[config.mk]
export PLATFORM = sky130hd
export DESIGN_NAME = seg7_scan_ctrl
export DESIGN_NICKNAME = d
export VERILOG_FILES = /design/src/rtl/seg7_pkg.sv /design/src/rtl/seg7_encode.sv /design/src/rtl/seg7_scan_ctrl.sv
export SDC_FILE = /design/constraint.sdc
export NUM_CORES = 1
export LEC_CHECK = 0
export CAP_MARGIN = 5
export CORE_MARGIN = 4
export CORE_UTILIZATION = 35
export DETAILED_ROUTE_END_ITERATION = 8
export PLACE_DENSITY = 0.66
export SLEW_MARGIN = 20
export SYNTH_ARGS = -nofsm -noshare
export SYNTH_HDL_FRONTEND = slang
export SYNTH_SLANG_ARGS = --single-unit
export TNS_END_PERCENT = 100
[constraint.sdc]
create_clock -name clk -period 2.7 [get_ports clk]
set_input_delay 0.27 -clock clk [delete_from_list [all_inputs] [get_ports clk]]
set_output_delay 0.27 -clock clk [all_outputs]
set_load 0.005 [all_outputs]
[src/rtl/seg7_pkg.sv]
// Shared constants for the seven-segment scan controller: active-low digit
// codes {dp,g,f,e,d,c,b,a} and the scan FSM state type.
package seg7_pkg;

    localparam logic [7:0] SEG_BLANK = 8'hFF;
    localparam logic [7:0] SEG_0     = 8'hC0;
    localparam logic [7:0] SEG_1     = 8'hF9;
    localparam logic [7:0] SEG_2     = 8'hA4;
    localparam logic [7:0] SEG_3     = 8'hB0;
    localparam logic [7:0] SEG_4     = 8'h99;
    localparam logic [7:0] SEG_5     = 8'h92;
    localparam logic [7:0] SEG_6     = 8'h82;
    localparam logic [7:0] SEG_7     = 8'hF8;
    localparam logic [7:0] SEG_8     = 8'h80;
    localparam logic [7:0] SEG_9     = 8'h90;

    typedef enum logic [0:0] {
        SCAN  = 1'b0,
        GUARD = 1'b1
    } state_e;

endpackage

[src/rtl/seg7_encode.sv]
// BCD to active-low seven-segment pattern; codes 10..15 are blank, dp forces bit 7 low.
module seg7_encode
    import seg7_pkg::*;
(
    input  logic [3:0] bcd,
    input  logic       dp,
    output logic [7:0] seg
);

    always_comb begin
        case (bcd)
            4'd0:    seg = SEG_0;
            4'd1:    seg = SEG_1;
            4'd2:    seg = SEG_2;
            4'd3:    seg = SEG_3;
            4'd4:    seg = SEG_4;
            4'd5:    seg = SEG_5;
            4'd6:    seg = SEG_6;
            4'd7:    seg = SEG_7;
            4'd8:    seg = SEG_8;
            4'd9:    seg = SEG_9;
            default: seg = SEG_BLANK;
        endcase
        if (dp) begin
            seg[7] = 1'b0;
        end
    end

endmodule

[src/rtl/seg7_scan_ctrl.sv]
// Multiplexed common-anode 7-segment scanner with guard gaps and frame-aligned
// display updates. Define SEG7_LZB_EN to enable leading-zero blanking.
module seg7_scan_ctrl
    import seg7_pkg::*;
#(
    parameter int NUM_DIGITS   = 4,
    parameter int CLK_DIV      = 50000,
    parameter int BLANK_CYCLES = 16
) (
    input  logic                    clk,
    input  logic                    rst,
    input  logic                    upd_valid,
    output logic                    upd_ready,
    input  logic [4*NUM_DIGITS-1:0] upd_data,
    input  logic [NUM_DIGITS-1:0]   upd_dp,
    output logic [7:0]              seg_out,
    output logic [NUM_DIGITS-1:0]   dig_en,
    output logic                    frame_done
);

    localparam int CNT_MAX = (CLK_DIV > BLANK_CYCLES) ? CLK_DIV : BLANK_CYCLES;
    localparam int CNT_W   = $clog2(CNT_MAX);
    localparam int IDX_W   = $clog2(NUM_DIGITS);
    localparam logic [CNT_W-1:0] DIV_LAST   = CNT_W'(CLK_DIV - 1);
    localparam logic [CNT_W-1:0] BLANK_LAST = CNT_W'((BLANK_CYCLES > 0) ? BLANK_CYCLES - 1 : 0);
    localparam logic [IDX_W-1:0] IDX_LAST   = IDX_W'(NUM_DIGITS - 1);

    state_e                    state_q, state_d;
    logic [IDX_W-1:0]          idx_q, idx_d;
    logic [CNT_W-1:0]          cnt_q, cnt_d;
    logic [4*NUM_DIGITS-1:0]   act_data_q, act_data_d;
    logic [NUM_DIGITS-1:0]     act_dp_q, act_dp_d;
    logic [4*NUM_DIGITS-1:0]   shd_data_q, shd_data_d;
    logic [NUM_DIGITS-1:0]     shd_dp_q, shd_dp_d;
    logic                      pending_q, pending_d;
    logic [7:0]                seg_q, seg_d;
    logic [NUM_DIGITS-1:0]     dig_en_q, dig_en_d;

    logic                      advance;
    logic                      boundary;
    logic                      lz_blank;
    logic [3:0]                enc_bcd;
    logic                      enc_dp;
    logic [7:0]                enc_seg;

    // Blanking works on the active registers, so it only changes at frame boundaries.
    always_comb begin
        lz_blank = 1'b0;
`ifdef SEG7_LZB_EN
        lz_blank = (idx_q != '0);
        for (int j = 0; j < NUM_DIGITS; j++) begin
            if (j >= int'(idx_q) && act_data_q[4*j +: 4] != 4'd0) begin
                lz_blank = 1'b0;
            end
        end
`endif
        enc_bcd = lz_blank ? 4'hF : act_data_q[{idx_q, 2'b00} +: 4];
        enc_dp  = act_dp_q[idx_q];
    end

    seg7_encode u_encode (
        .bcd (enc_bcd),
        .dp  (enc_dp),
        .seg (enc_seg)
    );

    always_comb begin
        state_d    = state_q;
        idx_d      = idx_q;
        cnt_d      = cnt_q;
        act_data_d = act_data_q;
        act_dp_d   = act_dp_q;
        shd_data_d = shd_data_q;
        shd_dp_d   = shd_dp_q;
        pending_d  = pending_q;
        advance    = 1'b0;
        boundary   = 1'b0;

        case (state_q)
            SCAN: begin
                if (cnt_q == DIV_LAST) begin
                    cnt_d = '0;
                    if (BLANK_CYCLES == 0) begin
                        advance = 1'b1;
                    end else begin
                        state_d = GUARD;
                    end
                end else begin
                    cnt_d = cnt_q + CNT_W'(1);
                end
            end
            GUARD: begin
                if (cnt_q == BLANK_LAST) begin
                    cnt_d   = '0;
                    advance = 1'b1;
                end else begin
                    cnt_d = cnt_q + CNT_W'(1);
                end
            end
            default: begin
                state_d = SCAN;
                cnt_d   = '0;
            end
        endcase

        if (advance) begin
            state_d = SCAN;
            if (idx_q == IDX_LAST) begin
                idx_d    = '0;
                boundary = 1'b1;
            end else begin
                idx_d = idx_q + IDX_W'(1);
            end
        end

        // Commit looks at the registered pending flag, so a same-cycle accept waits a frame.
        if (boundary && pending_q) begin
            act_data_d = shd_data_q;
            act_dp_d   = shd_dp_q;
            pending_d  = 1'b0;
        end
        if (upd_valid && !pending_q) begin
            shd_data_d = upd_data;
            shd_dp_d   = upd_dp;
            pending_d  = 1'b1;
        end

        if (state_q == SCAN) begin
            seg_d    = enc_seg;
            dig_en_d = ~(NUM_DIGITS'(1) << idx_q);
        end else begin
            seg_d    = SEG_BLANK;
            dig_en_d = '1;
        end
    end

    always_ff @(posedge clk or negedge rst) begin
        if (!rst) begin
            state_q    <= SCAN;
            idx_q      <= '0;
            cnt_q      <= '0;
            act_data_q <= '0;
            act_dp_q   <= '0;
            shd_data_q <= '0;
            shd_dp_q   <= '0;
            pending_q  <= 1'b0;
            seg_q      <= SEG_BLANK;
            dig_en_q   <= '1;
        end else begin
            state_q    <= state_d;
            idx_q      <= idx_d;
            cnt_q      <= cnt_d;
            act_data_q <= act_data_d;
            act_dp_q   <= act_dp_d;
            shd_data_q <= shd_data_d;
            shd_dp_q   <= shd_dp_d;
            pending_q  <= pending_d;
            seg_q      <= seg_d;
            dig_en_q   <= dig_en_d;
        end
    end

    assign upd_ready  = !pending_q;
    assign seg_out    = seg_q;
    assign dig_en     = dig_en_q;
    assign frame_done = boundary;

endmodule

== Word level (Yosys, flattened, before mapping) ==
Memories as Yosys holds them, arrays and structs flattened.
Index checks and enable logic that the tools add are counted.
Storage, ports and cells
  bits in registers: 72
  bits in latches: 0
  memory bits (writable): 0
  memory bits (read-only): 112
  input port bits: 23
  output and inout bits: 14
  memories kept: 1
Operators by class
  $add $sub $neg: 2
  multiply operators: 0
  divide/modulo/power cells: 0
  $lt $le $gt $ge: 1
  equality and inequality tests: 3
  shift-type cells: 2
  mux-type cells: 18
  bitwise logic cells: 2
  reductions and logical operators: 4
Memory list
  (no name shown): depth 16, width 7, rd ports 1, clocked after memory_dff 0, write ports 0, RTL line seg7_encode.sv:11  | case (bcd)
Operators with widths (number)
  2-to-1 mux 16 bit: 2
  case mux 16 bit (2 select lines): 1
  adder 16 x 1 -> 16 bit (second input constant): 1
  equality test 16 bit (second input constant): 1
  equality test 16 x 4 -> 1 bit (second input constant): 1
  indexed part select 16 x 5 -> 4 bit: 1
  2-to-1 mux 1 bit: 11
  2-to-1 mux 8 bit: 1
  2-to-1 mux 4 bit: 1
  NOT 4 bit: 1
  left shift 1 x 2 -> 4 bit (first input constant): 1
  less-than comparator 2 x 3 -> 1 bit (second input constant): 1
  adder 2 x 1 -> 2 bit (second input constant): 1
  binary-select mux 1 bit (select 2 bit): 1
  equality test 2 bit (second input constant): 1
  logical AND 1 bit: 2
  2-to-1 mux 2 bit: 1
  nonzero test 2 bit: 1
  zero test 1 bit: 1
  NOT 1 bit: 1

== Depth between registers and ports, before layout ==
  word-level depth: 7
  mapped depth: 7
  gate-level depth less buffers: 6

== Cells and area by module ==
A second synthesis with hierarchy kept.
Unflattened totals
  cell total of the unflattened synthesis: 245
  area total of the unflattened synthesis: 3353.2 um^2
By module, submodules not included
  seg7_scan_ctrl: instances 1, cells each 213, area each 3149.3 um^2, sequential area each 1816.7 um^2
  seg7_encode: instances 1, cells each 32, area each 203.9 um^2, sequential area each 0.0 um^2

== Worst setup path after synthesis ==
OpenSTA, ideal clock, no wires.
  path kind: reg-to-reg
  start: reg cnt_q[9]
  end: reg act_data_q[0]
  library setup time: 0.125 ns
  arrival: 2.013 ns
  required time: 2.575 ns
  setup slack: 0.562 ns
  cell stages (with the launch flop): 6
  buffers on the path: 1
  clock period less this slack: 2.138 ns
  cells stage by stage: dfrtp_1 or4_1 or3_4 nor3_4 buf_6 mux2_2
On the way
  word-level cells in the longest chain between the ends: 5
RTL lines
  from (decl): RTL line seg7_scan_ctrl.sv:30  | logic [CNT_W-1:0] cnt_q, cnt_d;
  from (signal assigned): RTL line seg7_scan_ctrl.sv:152  | cnt_q <= cnt_d;
  equality test 16 x 4 -> 1 bit: RTL line seg7_scan_ctrl.sv:93  | if (cnt_q == BLANK_LAST) begin
  2-to-1 mux 1 bit: RTL line seg7_scan_ctrl.sv:93
  2-to-1 mux 1 bit: RTL line seg7_scan_ctrl.sv:79  | case (state_q)
  2-to-1 mux 1 bit: RTL line seg7_scan_ctrl.sv:106  | if (advance) begin
  logical AND 1 bit: RTL line seg7_scan_ctrl.sv:117  | if (boundary && pending_q) begin
  to (signal assigned): RTL line seg7_scan_ctrl.sv:153  | act_data_q <= act_data_d;
  to (decl): RTL line seg7_scan_ctrl.sv:31  | logic [4*NUM_DIGITS-1:0] act_data_q, act_data_d;
Every way passes these cells.
A chain may end at the register's enable or synchronous reset.

== Final worst setup path ==
  start: reg cnt_q[9]
  end: reg act_data_q[13]
Same word-level chain as after synthesis.

==> impl_summary.log <==
INFO  metric drt_first_iter_violations = 43
INFO  metric static-leakage-power = 1.75 nW
INFO  metric first_global_vias = 1876
INFO  metric post_route_cells_drive_above_1_share = 0.325
INFO  metric initial_antenna_violation_count = 0
INFO  metric crit_start = cnt_q[9]
INFO  metric yosysWarningCount = 0
INFO  metric fill_cells = 790
INFO  metric remaining_global_route_overflow = 0
INFO  metric type_of_the_tightest_min_delay_check = in -> async
INFO  metric grt_pass1_wl = 9.11 mm
INFO  metric met3_layer_usage_reported_by_global_route = 0.0406
INFO  metric detail-route-antenna-nets = 0
INFO  metric clk_pin_slew = 0.07 ns
INFO  metric core.rowCount = 34
INFO  metric setup.worst_path.end_class = flip-flop
INFO  metric timing.critical_path.cells = or4_4 > or3_4 > buf_4 > buf_4 > nor3_4 > buf_4 > mux2_2
INFO  metric worst-endpoint-required = 2.92 ns
INFO  metric reg2reg_setup_slack = 0.14 ns
INFO  metric cts_sinks = 72
INFO  metric cts_tree = done
INFO  metric critPathCapture = act_data_q[13]
INFO  metric maximum_number_of_pins_on_one_net_before_global_route_repair = 39
INFO  metric syn_nets = 264
INFO  metric tightestPinTransition = 0.800 ns
INFO  metric criticalPathCategory = reg -> reg
INFO  metric fin_setup_tns = 0 ns
INFO  metric clk_root_buffer_cell = clkbuf_8
INFO  metric yosysSeqAreaShare = 0.579
INFO  metric timing.final.hold_violations = 0
INFO  metric tritoncts.num_buffers = 9
INFO  metric regToRegEndpoint = act_data_q[13]
INFO  metric max_stage_delay = 0.53 ns
INFO  metric drt_pass1_iterations = 4
INFO  metric timing.slew.headroom = 0.467
INFO  metric outcome = finished, final reports clean
INFO  metric critical_path_arrival = 2.78 ns
INFO  metric ys_seq_elements = 72
INFO  metric maximum_clock_skew_at_final_layout = 0.00676 ns
INFO  metric post_synth.cell_area_avg = 13.6 µm²
INFO  metric rsz0062_at_grt = false
INFO  metric worst_r2r_path_depth = 7
INFO  metric element_type_at_the_critical_path_start = flip-flop
INFO  metric crit_path_frequent_cell = buf_4
INFO  metric setup_failing_eps_final = 0
INFO  metric fraction_of_registers_with_async_set_or_reset_after_synthesis = 1.00
INFO  metric place.detailed.hpwl = 3.72 mm
INFO  metric synth_largest_type_area_fraction = 0.478
INFO  metric n_antenna_cell = 0
INFO  metric reg2reg_from = cnt_q[9]
INFO  metric period_needed = 2.56 ns
INFO  metric fp.dieW = 103 µm
INFO  metric clock_tree.htree_level_count = 3
INFO  metric syn_inst = 231
INFO  metric numnets_final = 314
INFO  metric detail_route.wl_per_cell = 13.9 µm
INFO  metric wl = 5.47 mm
INFO  metric main_synth_ff_type = dfrtp_1
INFO  metric yosys.area.top_type = dfrtp_1
INFO  metric ctsLongestPathBuffers = 2
INFO  metric cell_area_after_synthesis = 3140 µm²
INFO  metric core_area = 8720 µm²
INFO  metric groute.usage.overall = 0.114
INFO  metric floorplan.die_area = 10500 µm²
INFO  metric timing.fmax = 391 MHz
INFO  metric power.ir.vdd_worst = 0.196 mV
INFO  metric flow.area_growth_from_synthesis = 24.3%
INFO  metric timing_max_transition_violations_final = 0
INFO  metric gp_routability_congestion = 0.751
INFO  metric top_usage_layer = met2
INFO  metric num_vias = 1872
INFO  metric most_common_cell_after_layout_fill_and_taps_aside = dfrtp_1
INFO  metric layout_worst_path_cycle_share = 0.948
INFO  metric post_drt_via_cell_ratio = 4.75
INFO  metric power_density = 530 nW/µm²
INFO  metric portbufs = 36
INFO  metric synth.top_cells.by_area = dfrtp_1 (48%), mux2_2 (15%), dfstp_2 (10%), ha_1 (4.0%), mux4_2 (3.6%)
INFO  metric ioPinCount = 37
INFO  metric floorplan.die.height = 103 µm
INFO  metric synth_edf_count = 0
INFO  metric ys_types = 35
INFO  metric drc_violation_count_after_routing = 0
INFO  metric most-common-layout-cells = dfrtp_1 (60), mux2_2 (41), clkdlybuf4s50_1 (34)
INFO  metric critical_path.max_fanout = 21
INFO  metric crit_slowest_cell = or4_4
INFO  metric max-cap-violations = 0
INFO  metric initial_standard_cell_utilization_of_the_core = 0.360
INFO  metric met2_usage_in_global_routing = 0.168
INFO  metric placed_cell_area = 3630 µm²
INFO  metric met1_usage = 0.155
INFO  metric clock_latency = 0.34 ns
INFO  metric postLayoutCellArea = 3900 µm²
==> repair_timing <==
item / CTS / global route
hold buffers: 0 / 0
endpoints found under the setup margin: 1 / 1
setup buffers: 2 / 4
pin swaps: 0 / 2
cloned: 0 / 0
gates resized for setup: 2 / 4
==> Yosys cell counts, types with 2 or more instances <==
cell type	n
nor3_1	5
nand4_1	3
nand2_1	5
mux2_2	41
nand2b_1	5
mux2i_1	2
o21ai_0	3
inv_1	10
xnor2_1	8
nor2b_1	5
nand3_1	8
nor2_1	15
xor2_1	6
buf_6	2
mux4_2	5
dfrtp_1	60
clkbuf_1	4
o31ai_1	4
nor4_1	4
ha_1	10
dfstp_2	12
==> power by group <==
group | total, W | switching [W] | internal, W
logic | 0.0000868 | 0.0000319 | 0.0000549
clock network | 0.000848 | 0.000373 | 0.000475
registers | 0.00113 | 0.0000174 | 0.00111
==> layer usage <==
layer	up-vias	routed length, µm
met5	-	0
met4	0	97
met3	9	275
met2	45	2530
met1	913	2570
li1	905	-
==> flip-flops by register name, indices dropped and copies added (netlist names) <==
register    flops
act_data_q     16
act_dp_q        4
cnt_q          16
dig_en          4
idx_q           2
pending_q       1
seg_out         8
shd_data_q     16
shd_dp_q        4
state_q         1
==> stage by stage <==
stage	util	power (W)	hold slack, ns	cells	setup WS (ns)
after floorplan	-	0.00117	-0.0256	231	0.562
after global placement	0.417	0.00124	0.407	372	0.277
after detailed placement	0.417	0.00124	0.412	372	0.261
after CTS	0.442	0.00210	0.0357	390	0.000596
after global routing	0.447	0.00217	0.0660	394	0.0696
final	0.447	0.00207	0.0145	394	0.140
==> critical path, delay by kind of cell (launching register included) <==
family / cells / cell delay [ns]
simple gates: 3 / 1.09
buf+inv: 3 / 0.60
mux: 1 / 0.37
flops: 1 / 0.38
==> final cells by class <==
| cell class | instances | area (µm²) | area share |
|---|---|---|---|
| inverter | 10 | 37.5 | 0.00962 |
| clock inverter | 3 | 40.0 | 0.0103 |
| sequential | 72 | 1820 | 0.466 |
| tap | 108 | 135 | 0.0346 |
| clock buffer | 13 | 159 | 0.0407 |
| multi-input combinational | 141 | 1260 | 0.323 |
| timing repair buffer | 47 | 453 | 0.116 |
==> logic make-up after synthesis <==
family | count (synthesis) | share of synthesized area
XOR/XNOR | 14 | 0.0391
adder cells (fa/ha/maj) | 10 | 0.0399
AND/OR/NAND/NOR | 57 | 0.0993
buffers and inverters | 18 | 0.0267
multiplexers | 48 | 0.189
AO/OA/AOI/OAI | 12 | 0.0267
flip-flops | 72 | 0.579
==> worst min path at each step <==
stage	startpoint	end	slack, ns	cells past startpoint
6_report	rst	cnt_q[12]	0.01	1
5_1_grt	rst	cnt_q[7]	0.07	1
4_1_cts	rst	cnt_q[12]	0.04	1
3_5_place_dp	rst	cnt_q[7]	0.41	1
3_3_place_gp	rst	cnt_q[12]	0.41	1
2_1_floorplan	rst	act_data_q[0]	-0.03	0
Power figures use the tool's default switching activity.
